$ cat src/rtl/lcd_pkg.sv
// Shared definitions for the HD44780 8-bit bus driver: command bytes, bus payload,
// FSM encoding and the long-execution command predicate.
package lcd_pkg;

    localparam logic [7:0] LCD_FUNC_8B2L = 8'h38;
    localparam logic [7:0] LCD_DISP_ON   = 8'h0C;
    localparam logic [7:0] LCD_CLEAR     = 8'h01;
    localparam logic [7:0] LCD_HOME      = 8'h02;
    localparam logic [7:0] LCD_ENTRY_INC = 8'h06;

    localparam logic [1:0] INIT_LAST_IDX = 2'd3;

    typedef struct packed {
        logic       rs;
        logic [7:0] data;
    } lcd_byte_t;

    typedef enum logic [2:0] {
        ST_PWR_WAIT  = 3'd0,
        ST_INIT_LOAD = 3'd1,
        ST_SETUP     = 3'd2,
        ST_EN_HI     = 3'd3,
        ST_EXEC      = 3'd4,
        ST_IDLE      = 3'd5
    } lcd_state_e;

    // Clear and Return Home need the long execution wait; everything else is short.
    function automatic logic is_long_cmd(input logic rs, input logic [7:0] data);
        return !rs && ((data == LCD_CLEAR) || (data == LCD_HOME));
    endfunction

endpackage

$ cat src/rtl/lcd_delay_ctr.sv
// Loadable down-counter shared by every timed phase of the LCD bus driver.
// done_c_o is high while the count is zero; the counter parks at zero.
module lcd_delay_ctr #(
    parameter int unsigned   W       = 20,
    parameter logic [W-1:0]  RST_VAL = '0
) (
    input  logic         clk_i,
    input  logic         rst_ni,
    input  logic         load_i,
    input  logic [W-1:0] load_val_i,
    output logic         done_c_o
);

    logic [W-1:0] cnt_q;

    always_ff @(posedge clk_i) begin
        if (!rst_ni) begin
            cnt_q <= RST_VAL;
        end else if (load_i) begin
            cnt_q <= load_val_i;
        end else if (cnt_q != '0) begin
            cnt_q <= cnt_q - W'(1);
        end
    end

    assign done_c_o = (cnt_q == '0);

endmodule

$ cat src/rtl/lcd_bus_driver.sv
// HD44780 8-bit write-only bus driver: runs the power-on init sequence, then accepts one
// byte per valid/ready handshake and strobes it onto the bus with timed setup/EN/exec waits.
module lcd_bus_driver
    import lcd_pkg::*;
#(
    parameter int unsigned T_PWR   = 750000,
    parameter int unsigned T_SETUP = 2,
    parameter int unsigned T_EN    = 12,
    parameter int unsigned T_CMD   = 2000,
    parameter int unsigned T_CLR   = 82000,
    parameter int unsigned CNT_W   = 20
) (
    input  logic       Clock,
    input  logic       Reset_n,
    input  logic       In_Valid,
    output logic       In_Ready,
    input  logic       In_RS,
    input  logic [7:0] In_Data,
    output logic       Init_Done,
    output logic       LCD_RS,
    output logic       LCD_RW,
    output logic       LCD_EN,
    output logic [7:0] LCD_DATA
);

    if (T_PWR < 1 || T_SETUP < 1 || T_EN < 1 || T_CMD < 1 || T_CLR < 1 ||
        T_PWR > (1 << CNT_W) || T_CLR > (1 << CNT_W)) begin : g_param_check
        $error("lcd_bus_driver: timing parameters must be >= 1 and fit in CNT_W bits");
    end

    lcd_state_e       state_q, state_d;
    logic [1:0]       init_idx_q, init_idx_d;
    logic             init_done_q, init_done_d;
    logic             ready_q, ready_d;
    logic             en_q, en_d;
    lcd_byte_t        bus_q, bus_d;
    logic [7:0]       rom_byte;
    logic             ctr_load;
    logic [CNT_W-1:0] ctr_val;
    logic             ctr_done;
    logic             accept;

    // ready_q is only ever set while sitting in IDLE
    assign accept = ready_q & In_Valid;

    // Init ROM
    always_comb begin
        rom_byte = LCD_FUNC_8B2L;
        case (init_idx_q)
            2'd0:    rom_byte = LCD_FUNC_8B2L;
            2'd1:    rom_byte = LCD_DISP_ON;
            2'd2:    rom_byte = LCD_CLEAR;
            default: rom_byte = LCD_ENTRY_INC;
        endcase
    end

    // Reset preloads T_PWR-1 so PWR_WAIT lasts T_PWR cycles without a separate load
    lcd_delay_ctr #(
        .W       (CNT_W),
        .RST_VAL (CNT_W'(T_PWR - 1))
    ) u_delay_ctr (
        .clk_i      (Clock),
        .rst_ni     (Reset_n),
        .load_i     (ctr_load),
        .load_val_i (ctr_val),
        .done_c_o   (ctr_done)
    );

    // Next-state, counter reloads and registered-output next values
    always_comb begin
        state_d     = state_q;
        init_idx_d  = init_idx_q;
        init_done_d = init_done_q;
        bus_d       = bus_q;
        ctr_load    = 1'b0;
        ctr_val     = '0;

        unique case (state_q)
            ST_PWR_WAIT: begin
                if (ctr_done) begin
                    state_d  = ST_INIT_LOAD;
                    ctr_load = 1'b1;
                end
            end
            ST_INIT_LOAD: begin
                bus_d    = '{rs: 1'b0, data: rom_byte};
                state_d  = ST_SETUP;
                ctr_load = 1'b1;
                ctr_val  = CNT_W'(T_SETUP - 1);
            end
            ST_IDLE: begin
                if (accept) begin
                    bus_d    = '{rs: In_RS, data: In_Data};
                    state_d  = ST_SETUP;
                    ctr_load = 1'b1;
                    ctr_val  = CNT_W'(T_SETUP - 1);
                end
            end
            ST_SETUP: begin
                if (ctr_done) begin
                    state_d  = ST_EN_HI;
                    ctr_load = 1'b1;
                    ctr_val  = CNT_W'(T_EN - 1);
                end
            end
            ST_EN_HI: begin
                if (ctr_done) begin
                    state_d  = ST_EXEC;
                    ctr_load = 1'b1;
                    ctr_val  = is_long_cmd(bus_q.rs, bus_q.data) ? CNT_W'(T_CLR - 1)
                                                                 : CNT_W'(T_CMD - 1);
                end
            end
            ST_EXEC: begin
                if (ctr_done) begin
                    ctr_load = 1'b1;
                    if (init_done_q) begin
                        state_d = ST_IDLE;
                    end else if (init_idx_q == INIT_LAST_IDX) begin
                        state_d     = ST_IDLE;
                        init_done_d = 1'b1;
                    end else begin
                        state_d    = ST_INIT_LOAD;
                        init_idx_d = init_idx_q + 2'd1;
                    end
                end
            end
            default: begin
                state_d = ST_PWR_WAIT;
            end
        endcase

        ready_d = (state_d == ST_IDLE);
        en_d    = (state_d == ST_EN_HI);
    end

    always_ff @(posedge Clock) begin
        if (!Reset_n) begin
            state_q     <= ST_PWR_WAIT;
            init_idx_q  <= '0;
            init_done_q <= 1'b0;
            ready_q     <= 1'b0;
            en_q        <= 1'b0;
            bus_q       <= '0;
        end else begin
            state_q     <= state_d;
            init_idx_q  <= init_idx_d;
            init_done_q <= init_done_d;
            ready_q     <= ready_d;
            en_q        <= en_d;
            bus_q       <= bus_d;
        end
    end

    assign In_Ready  = ready_q;
    assign Init_Done = init_done_q;
    assign LCD_RS    = bus_q.rs;
    assign LCD_RW    = 1'b0;
    assign LCD_EN    = en_q;
    assign LCD_DATA  = bus_q.data;

endmodule
$ cat config.mk
export PLATFORM = sky130hd
export DESIGN_NAME = lcd_bus_driver
export DESIGN_NICKNAME = d
export VERILOG_FILES = /design/src/rtl/lcd_pkg.sv /design/src/rtl/lcd_delay_ctr.sv /design/src/rtl/lcd_bus_driver.sv
export SDC_FILE = /design/constraint.sdc
export NUM_CORES = 1
export LEC_CHECK = 0
export BUFFER_PORTS_ARGS = -buffer_cell sky130_fd_sc_hd__buf_2
export CAP_MARGIN = 25
export CORE_MARGIN = 2
export CORE_UTILIZATION = 62
export DETAILED_ROUTE_END_ITERATION = 8
export HOLD_SLACK_MARGIN = 0.1
export PLACE_DENSITY = 0.95
export SLEW_MARGIN = 5
export SYNTH_ARGS = -nofsm -noshare
export SYNTH_HDL_FRONTEND = slang
export SYNTH_SLANG_ARGS = --single-unit
export TNS_END_PERCENT = 5
$ cat constraint.sdc
create_clock -name Clock -period 5.1 [get_ports Clock]
set_clock_uncertainty 0.1 [all_clocks]
set_input_delay 0.255 -clock Clock [delete_from_list [all_inputs] [get_ports Clock]]
set_output_delay 0.255 -clock Clock [all_outputs]
set_load 0.05 [all_outputs]
==> results.sh <==
export IMPL_grtUsageTotal=0.300
export IMPL_async_flop_share=0
export IMPL_synth_area_per_cell_um2=8.51
export IMPL_rows=20
export IMPL_layout_common_cells="dfxtp_1 (37), buf_2 (23), nand2_1 (20)"
export IMPL_critPathSlowestCell="nor2b_1"
export IMPL_utilization=0.732
export IMPL_antenna_found_initial=0
export IMPL_h_tree_depth=2
export IMPL_design_area_mm2=0.00227
export IMPL_num_vias=1969
export IMPL_drt_pre_antenna_iters=6
export IMPL_numClockSinks=37
export IMPL_cp_top_family="simple AND/OR/NAND/NOR gates"
export IMPL_place_congestion=0.955
export IMPL_netlist_area_mm2=0.00204
export IMPL_placed_area_mm2=0.00213
export IMPL_cap_violations=0
export IMPL_path_class="reg2reg"
export IMPL_viasPerCell=6.43
export IMPL_leakagePower_nw=0.898
export IMPL_multi_input_area_mm2=0.00119
export IMPL_path_clk_slew_ps=120
export IMPL_drt_iter0_drc=134
export IMPL_synthFlopType="dfxtp_1"
export IMPL_timing_fmax_mhz=408
export IMPL_slew_headroom=0.506
export IMPL_yosys_register_bits=37
export IMPL_drc=0
export IMPL_synth_nets=258
export IMPL_yosysWarnings=0
export IMPL_post_drt_wl_per_cell_um=17.0
export IMPL_drtAntennaViolNets=0
export IMPL_max_stage_delay_ps=660
export IMPL_status="completed"
export IMPL_dp_hpwl_mm=3.47
export IMPL_grt_pass1_vias=1799
export IMPL_cts_tree="done"
export IMPL_worst_ep_arrival_time_ps=2610
export IMPL_end_kind="flip-flop"
export IMPL_synth_cells=240
export IMPL_ir_drop_mv=0.179
export IMPL_gr_total_overflow=0
export IMPL_crit_required_ps=5260
export IMPL_cp_max_fo=11
export IMPL_ys_seq_area_frac=0.363
export IMPL_p_per_area_mw_per_mm2=237
export IMPL_regArea_um2=741
export IMPL_grt_pass1_wl_mm=8.22
export IMPL_grt_max_degree=34
export IMPL_min_path_type="in2reg"
export IMPL_die_h_um=61.4
export IMPL_path_buf_inv=0
export IMPL_cts_root_buf="clkbuf_4"
export IMPL_final_common_cell="dfxtp_1"
export IMPL_routed_wl_mm=5.21
export IMPL_finalHoldViolCount=0
export IMPL_fin_crit_ps=2450
export IMPL_port_buffers=23
export IMPL_crit_path_start_kind="flip-flop"
export IMPL_clk_latency_ps=370
export IMPL_rsz0062_at_grt="false"
export IMPL_cts_root_to_sink_buffers=2
export IMPL_synth_enable_flop_cells=0
export IMPL_drive_above_1_share=0.160
export IMPL_postCtsSetupBuffers=0
export IMPL_path_cells="nor2b_1 > a31oi_1 > nor3_2 > nor2_2 > or3_1"
export IMPL_setup_viol=0
export IMPL_worst_slew_pin_transition_ps=740
export IMPL_finalSetupTns_ps=0
export IMPL_numCtsBuffers=5
export IMPL_start_util=0.658
export IMPL_synth_cell_types=55
export IMPL_syn2layout_area_growth_pct=11.3
export IMPL_core_area_mm2=0.00310
export IMPL_slew_violations=0
export IMPL_rrSetupSlack_ps=2650
export IMPL_nets=279
export IMPL_fin_crit_sh=0.481
export IMPL_dp_cells=293
export IMPL_antenna_cells=0
export IMPL_fillers=237
export IMPL_stdcell_count=306
export IMPL_die_area_mm2=0.00377
export IMPL_die_w_um=61.4
export IMPL_boundaryPins=25
-- final timing paths --
| kind | endpoint | cells past startpoint | start |
|---|---|---|---|
| min reg2reg | LCD_DATA[2] | 2 | LCD_DATA[2] |
| min | LCD_DATA[2] | 3 | In_Data[2] |
| max | u_delay_ctr.cnt_q[14] | 5 | state_q[0] |
| max reg2reg | u_delay_ctr.cnt_q[14] | 5 | state_q[0] |
-- tightest hold or removal path, delay by kind of cell --
kind                   cells  cell delay [ps]
AOI/OAI and AO/OA          2              250
buffers and inverters      1              100
-- area by class of cell --
class | count | share of cell area
timing repair buffer | 29 | 0.0760
inverter | 7 | 0.0116
sequential | 37 | 0.326
clock buffer | 6 | 0.0226
multi-input combinational | 181 | 0.523
clock inverter | 2 | 0.0165
tap | 44 | 0.0242
-- stage by stage --
step	setup WS [ps]	hold WS, ps	total power [mW]
2_1_floorplan	3130	302	0.311
3_3_place_gp	2900	368	0.317
3_5_place_dp	2810	375	0.318
4_1_cts	2780	170	0.536
5_1_grt	2460	182	0.554
6_report	2650	179	0.539
-- registers in the layout, indices dropped and copies added (netlist names) --
| name | cells |
|---|---|
| u_delay_ctr.cnt_q | 20 |
| In_Ready | 1 |
| state_q | 3 |
| init_idx_q | 2 |
| Init_Done | 1 |
| LCD_RS | 1 |
| LCD_DATA | 8 |
| LCD_EN | 1 |
-- metal layers --
metal  vias to the layer above  GRT usage  wire length, µm
met5                         -          0                0
li1                        911          -                -
met3                        16     0.0861              437
met2                       127      0.538             2660
met4                         0      0.122              106
met1                       915      0.333             2010
-- logic make-up after synthesis --
kind of cell,after synthesis,share of synthesized area
multiplexers,1,0.00490
flip-flops,37,0.363
AO/OA/AOI/OAI,63,0.215
buffers and inverters,22,0.0551
AND/OR/NAND/NOR,97,0.268
XOR/XNOR,13,0.0558
adder cells (fa/ha/maj),6,0.0368
other,1,0.00184
-- timing repair --
item / in CTS / in global routing
hold buffers: 5 / 0
resized for setup: 0 / 0
endpoints found under the hold margin: 5 / 0
-- Yosys cell counts (all sizes together), types with 4 or more instances --
| cell | count | share of area |
|---|---|---|
| a21boi | 5 | 0.018 |
| a21oi | 6 | 0.015 |
| a22oi | 4 | 0.015 |
| a31oi | 8 | 0.025 |
| and2 | 4 | 0.012 |
| buf | 8 | 0.029 |
| clkbuf | 7 | 0.013 |
| dfxtp | 37 | 0.36 |
| ha | 6 | 0.037 |
| inv | 7 | 0.013 |
| nand2 | 21 | 0.040 |
| nand3 | 13 | 0.032 |
| nand4 | 4 | 0.012 |
| nor2 | 20 | 0.039 |
| nor2b | 5 | 0.015 |
| nor3 | 9 | 0.025 |
| nor4 | 4 | 0.030 |
| o21ai | 17 | 0.042 |
| xnor2 | 8 | 0.034 |
| xor2 | 5 | 0.021 |
-- power breakdown --
| part | switching, mW | internal [mW] | total, mW |
|---|---|---|---|
| sequential | 0.00271 | 0.291 | 0.294 |
| clock | 0.107 | 0.116 | 0.224 |
| combinational | 0.0122 | 0.0100 | 0.0222 |
Power figures use the tool's default switching activity.
